File: config.mk
export PLATFORM = sky130hd
export DESIGN_NAME = instr_fetch
export DESIGN_NICKNAME = d
export VERILOG_FILES = /design/src/rtl/instr_fetch.sv
export SDC_FILE = /design/constraint.sdc
export NUM_CORES = 1
export LEC_CHECK = 0
export ABC_AREA = 1
export CAP_MARGIN = 20
export CELL_PAD_IN_SITES_DETAIL_PLACEMENT = 0
export CELL_PAD_IN_SITES_GLOBAL_PLACEMENT = 1
export CORE_AREA = 2 2 95 97
export CTS_CLUSTER_SIZE = 25
export DETAILED_ROUTE_END_ITERATION = 10
export DIE_AREA = 0 0 97 99
export PLACE_DENSITY = 0.78
export SYNTH_ARGS = -nofsm -noshare
export SYNTH_HDL_FRONTEND = slang
export SYNTH_SLANG_ARGS = --single-unit
export TNS_END_PERCENT = 30
File: constraint.sdc
create_clock -name clk -period 2 [get_ports clk]
set_clock_uncertainty 0.2 [all_clocks]
set_input_delay 0.4 -clock clk [delete_from_list [all_inputs] [get_ports clk]]
set_output_delay 0.4 -clock clk [all_outputs]
set_load 0.01 [all_outputs]
File: src/rtl/instr_fetch.sv
// Instruction fetch unit: issues single-cycle-latency memory reads and presents words over a valid/ready handshake.
// Define FETCH_PREFETCH_EN to replace the single instruction register with a 2-entry prefetch FIFO.
module instr_fetch #(
  parameter int                ADDR_W   = 16,
  parameter logic [ADDR_W-1:0] RESET_PC = '0
) (
  input  logic              clk,
  input  logic              reset,
  input  logic              enable,
  output logic [ADDR_W-1:0] mem_addr,
  output logic              mem_rd,
  input  logic [15:0]       mem_rdata,
  output logic [15:0]       instr,
  output logic [ADDR_W-1:0] instr_pc,
  output logic              instr_valid,
  input  logic              instr_ready,
  input  logic              redirect,
  input  logic [ADDR_W-1:0] redirect_pc,
  output logic [ADDR_W-1:0] pc
);

  logic [ADDR_W-1:0] pc_q, pc_d;

  assign pc       = pc_q;
  assign mem_addr = pc_q;

`ifdef FETCH_PREFETCH_EN
  localparam int DEPTH = 2;

  logic [15:0]       fifo_data_q [DEPTH];
  logic [ADDR_W-1:0] fifo_pc_q   [DEPTH];
  logic              rd_ptr_q, wr_ptr_q;
  logic [1:0]        count_q, count_d;
  logic              inflight_q;
  logic [ADDR_W-1:0] inflight_pc_q;
  logic              pop, push, issue;
  logic [2:0]        committed;

  assign pop         = (count_q != 2'd0) && instr_ready;
  assign push        = inflight_q && !redirect;
  // Credit counts the slot freed by this cycle's pop so a full pipe still issues every cycle.
  assign committed   = 3'(count_q) - 3'(pop) + 3'(inflight_q);
  assign issue       = reset && enable && !redirect && (committed < 3'd2);
  assign mem_rd      = issue;
  assign instr_valid = (count_q != 2'd0);
  assign instr       = fifo_data_q[rd_ptr_q];
  assign instr_pc    = fifo_pc_q[rd_ptr_q];

  always_comb begin
    pc_d    = pc_q;
    count_d = count_q;
    if (redirect) begin
      pc_d    = redirect_pc;
      count_d = '0;
    end else begin
      if (issue) pc_d = pc_q + ADDR_W'(1);
      count_d = count_q + 2'(push) - 2'(pop);
    end
  end

  always_ff @(posedge clk or negedge reset) begin
    if (!reset) begin
      pc_q          <= RESET_PC;
      count_q       <= '0;
      rd_ptr_q      <= 1'b0;
      wr_ptr_q      <= 1'b0;
      inflight_q    <= 1'b0;
      inflight_pc_q <= '0;
      for (int i = 0; i < DEPTH; i++) begin
        fifo_data_q[i] <= '0;
        fifo_pc_q[i]   <= '0;
      end
    end else begin
      pc_q          <= pc_d;
      count_q       <= count_d;
      inflight_q    <= issue;
      inflight_pc_q <= pc_q;
      if (redirect) begin
        rd_ptr_q <= 1'b0;
        wr_ptr_q <= 1'b0;
      end else begin
        if (push) begin
          fifo_data_q[wr_ptr_q] <= mem_rdata;
          fifo_pc_q[wr_ptr_q]   <= inflight_pc_q;
          wr_ptr_q              <= !wr_ptr_q;
        end
        if (pop) rd_ptr_q <= !rd_ptr_q;
      end
    end
  end

`else
  typedef enum logic [1:0] {IDLE, REQ, WAIT, VALID} state_t;

  state_t            state_q, state_d;
  logic [15:0]       instr_q, instr_d;
  logic [ADDR_W-1:0] instr_pc_q, instr_pc_d;

  always_comb begin
    state_d    = state_q;
    pc_d       = pc_q;
    instr_d    = instr_q;
    instr_pc_d = instr_pc_q;
    case (state_q)
      IDLE:  if (enable) state_d = REQ;
      REQ:   state_d = WAIT;
      WAIT: begin
        instr_d    = mem_rdata;
        instr_pc_d = pc_q;
        pc_d       = pc_q + ADDR_W'(1);
        state_d    = VALID;
      end
      VALID: if (instr_ready) state_d = enable ? REQ : IDLE;
      default: state_d = IDLE;
    endcase
    // A redirect overrides everything, including a word arriving this cycle.
    if (redirect) begin
      pc_d       = redirect_pc;
      instr_d    = instr_q;
      instr_pc_d = instr_pc_q;
      state_d    = enable ? REQ : IDLE;
    end
  end

  always_ff @(posedge clk or negedge reset) begin
    if (!reset) begin
      state_q    <= IDLE;
      pc_q       <= RESET_PC;
      instr_q    <= '0;
      instr_pc_q <= '0;
    end else begin
      state_q    <= state_d;
      pc_q       <= pc_d;
      instr_q    <= instr_d;
      instr_pc_q <= instr_pc_d;
    end
  end

  assign mem_rd      = (state_q == REQ);
  assign instr_valid = (state_q == VALID);
  assign instr       = instr_q;
  assign instr_pc    = instr_pc_q;
`endif

endmodule

# Word-level counts from Yosys, hierarchy flattened

Cells that the tools add are included.

$add $sub $neg: 1
Equal/unequal tests: 5
Mux-type cells: 7
Bitwise logic cells: 1
Reductions and logical operators: 4

Operators with widths:

| operator                                            | count |
|---|---|
| two-way mux 16 bit                                  | 2 |
| adder 16 x 1 -> 16 bit, second input constant       | 1 |
| one-hot mux 2 bit (4 select lines)                  | 1 |
| two-way mux 2 bit                                   | 3 |
| equality test 2 bit, second input constant          | 2 |
| AND reduction 2 bit                                 | 2 |
| != test 3 x 1 -> 1 bit, second input constant       | 1 |
| != test 3 bit, second input constant                | 1 |
| equality test 2 x 1 -> 1 bit, second input constant | 1 |
| logical NOT 2 bit                                   | 1 |
| nonzero test 2 bit                                  | 1 |
| two-way mux 1 bit                                   | 1 |
| NOT 1 bit                                           | 1 |

Flip-flop bits (word level): 50
Output and inout port bits: 66

# Longest topological paths before layout

Depth in word-level cells: 4
Mapped depth: 8

# Worst setup path after synthesis

Ideal clock, no wire load.

Path kind: reg-to-reg
From: register state_q[0]
To: register pc_q[0] (netlist: mem_addr[0])
Library setup time: 0.121 ns
Data arrival time: 1.248 ns
Path slack: 0.431 ns
Cell stages (with the launch flop): 9
Path buffers: 2
Clock period less this slack: 1.569 ns
Path through: dfrtp_1 inv_1 ha_1 nand2_4 buf_6 buf_6 nor2_2 a21oi_1 nand2_1

Longest elaborated chain between the ends: 2

RTL lines:

| what                         | line | source |
|---|---|---|
| from (decl)                  | 95   | `state_t state_q, state_d;` |
| from (signal assigned)       | 132  | `state_q <= state_d;` |
| equality test 2 bit          | 104  | `case (state_q)` |
| nonzero test 2 bit (no line) | n/a  |  |
| to (signal assigned)         | 133  | `pc_q <= pc_d;` |
| to (decl)                    | 22   | `logic [ADDR_W-1:0] pc_q, pc_d;` |

No other way between the ends.
A chain may end at the register's enable or synchronous reset.

# Worst setup path after layout

From: register pc_q[4] (netlist: mem_addr[4])
To: output mem_addr[4]

RTL lines:

| what      | line | source |
|---|---|---|
| to (decl) | 10   | `output logic [ADDR_W-1:0] mem_addr,` |

No word-level cell between the ends.

==> impl_metrics.toml <==
[critical_path]
critPathBufInv = 1
cp.arrival_ns = 1.35
cp_max_fo = 6
worst_path_dominant_cell_family = "buffers and inverters"
r2r_slack_ns = 0.15
rr_startpoint = "state_q[0]"
cp_data_required_time_ns = 1.40
start_kind = "flip-flop"
crit_path_top_delay_cell = "clkdlybuf4s50_1"
max_stage_delay_ns = 0.57
cp-end-kind = "output port"
rr_endpoint = "mem_addr[14]"
crit_chain = "clkdlybuf4s50_1"
worstRegToRegCells = 7
crit_type = "reg2out"

[routing]
via_count = 2429
dr.pass1.iters = 4
drc = 0
drtIter0Drc = 96
ant_nets = 0
wl_mm = 7.16
avgViaCountPerCell = 4.66
avgRoutedWirePerCell_um = 13.7

[power_and_ir_drop]
vdd_ir_drop_max_mv = 0.446
power.density_nw_per_um2 = 1180
leakage_nw = 1.73

[sta]
worst_slack_ns = 0.0517
hold_violations = 0
setup_viol = 0
finalCritPeriodShare = 0.974
layout_min_cycle_time_ns = 1.95
slew_violations = 0
fmax_ghz = 0.513
tightest_slew_ns = 0.636
rsz0062_at_grt = "false"
fin_tns_setup_ns = 0
maxSlewHeadroom = 0.576

[synthesis]
synth_area_leaders = "dfrtp_1 48%, nand2_1 14%, nand3_1 6.2%"
synth_top_cell_area_share = 0.483
yosysWarnings = 0
avgSynthCellArea_sq_um = 8.12
ys_seq_elements = 50
async_flop_share = 1.00
synth_nets = 362
synth_top_flop_cell = "dfrtp_1"
syn_inst = 319
ys_types = 25
synth_enable_flop_cells = 0
syn-cell-area_sq_um = 2590
synth_top_area_cell = "dfrtp_1"
ys_seq_area_frac = 0.483

[worst_hold_path]
whs_path_depth = 2
hold_path_class = "reg2reg"
min-delay-start = "instr[12]"
hold_end = "instr[12]"

[floorplanning]
rows = 34
coreArea_sq_um = 8550
num_io_pins = 103
die-area_sq_um = 9600
dieWidth_um = 97
start_util = 0.303
die_y_um = 99

[final_layout]
drive_above_1_share = 0.0969
antenna_cells = 0
fillers = 870
layout.nets = 455
synthToLayoutAreaGrowth_pct = 46.2

[clock_tree]
clk_pin_slew_ns = 0.10
worstSkewPairLatency_ns = 0.31
cts_buffers = 5
clock-sinks = 50
cts_tree = "yes"
clock_path_buffers = 2
htree_num_levels = 2
cts_root_buf = "clkbuf_8"

[global_routing]
grt_pass1_wl_mm = 11.9
grt.total_usage = 0.152
grt_overflow = 0
first_global_vias = 2315
antenna_found_initial = 0
grt_max_degree = 47

[place]
portBuffers = 102
dp_slack_ns = -0.0896
hpwl_mm = 5.13
place.gp.congestion = 0.786

[outcome]
run_status = "finished, final reports clean"

[job]
max-cap-violations = 0
worst max path at each step:
stage | from | endpoint | slack [ns] | cells past startpoint
2_1_floorplan | state_q[0] | mem_addr[0] | 0.43 | 8
3_5_place_dp | redirect | mem_addr[15] | -0.09 | 4
5_1_grt | mem_addr[4] | mem_addr[4] | 0.002 | 1
4_1_cts | mem_addr[10] | pc[10] | 0.005 | 1
3_3_place_gp | redirect | mem_addr[13] | -0.05 | 4
6_report | mem_addr[4] | mem_addr[4] | 0.05 | 1
cell type report:
class	count	area, sq um	area share
flip-flops and latches	50	1260	0.334
repair buffers	113	1150	0.303
multi-input cells	216	1040	0.275
well taps	108	135	0.0357
inverters	26	103	0.0271
clock buffers	7	86.3	0.0228
clock inverters	1	5.00	0.00132
synth_stat cells (2+ instances only):
cell type	n
a21oi_1	2
a22oi_1	10
buf_2	5
buf_4	18
buf_6	3
dfrtp_1	50
ha_1	6
inv_1	24
nand2_1	100
nand3_1	32
nand3_2	2
nand4_1	6
nor2_1	34
nor2_2	4
nor2_4	2
o211ai_1	2
o21ai_0	10
o21ai_1	2
layout by cell type, fill, tap and decap left out, drive strengths merged:
| master | synthesis | routed |
|---|---|---|
| nand3 | 34 | 34 |
| inv | 26 | 26 |
| a22oi | 10 | 10 |
| dlygate4sd2 | 0 | 2 |
| o21ai | 12 | 12 |
| xnor2 | 1 | 1 |
| clkdlybuf4s50 | 0 | 99 |
| a21oi | 2 | 2 |
| o21bai | 1 | 1 |
| nand4 | 6 | 6 |
| nor2 | 40 | 40 |
| ha | 6 | 6 |
| dfrtp | 50 | 50 |
| clkinv | 0 | 1 |
| o211ai | 2 | 2 |
| clkbuf | 1 | 7 |
| buf | 26 | 11 |
| nand2 | 101 | 101 |
| o22ai | 1 | 1 |
| dlygate4sd3 | 0 | 1 |
stage by stage:
stage               hold WS, ns   util  area [sq um]  cells  power (mW)
floorplan               -0.0956      -          2590    319        2.69
global placement          0.246  0.428          3660    511        3.83
detailed placement        0.252  0.428          3660    511        3.86
CTS                       0.297  0.441          3770    521        4.51
global route              0.313  0.443          3780    521        4.81
finish                    0.289  0.443          3780    521        4.45
flip-flops by register name (all words and copies together) (netlist names):
register  flops
instr        16
instr_pc     16
mem_addr     16
state_q       2
power breakdown:
group / internal [mW] / switching, mW / total, mW / leakage [nW]
Clock: 0.280 / 0.343 / 0.624 / 0.0482
Sequential: 1.41 / 0.323 / 1.73 / 0.602
Combinational: 1.15 / 0.943 / 2.10 / 1.08
Total: 2.84 / 1.61 / 4.45 / 1.73
timing repair:
| item | in CTS | in global routing |
|---|---|---|
| resized for setup | 4 | 10 |
| hold buffers | 1 | 0 |
| endpoints found under the hold margin | 25 | 0 |
| setup endpoints to repair | 6 | 24 |
| buffers inserted | 1 | 0 |
| pin swaps | 0 | 0 |
layer usage:
layer  vias to the layer above  wire length [um]  track usage
li1                       1186                 -            -
met1                      1144              3240        0.203
met2                        93              3330        0.249
met3                         6               533       0.0418
met4                         0                63       0.0293
met5                         -                 0            0
kinds of logic (layout without fill, tap and decap cells):
family / count (synthesis) / in the layout / synth area share
compound gates: 28 / 28 / 0.0672
fa+ha+maj: 6 / 6 / 0.0290
buf+inv: 53 / 147 / 0.116
simple gates: 181 / 181 / 0.301
xor+xnor: 1 / 1 / 0.00338
flops: 50 / 50 / 0.483
No activity file was read; power rests on OpenSTA's default activity.
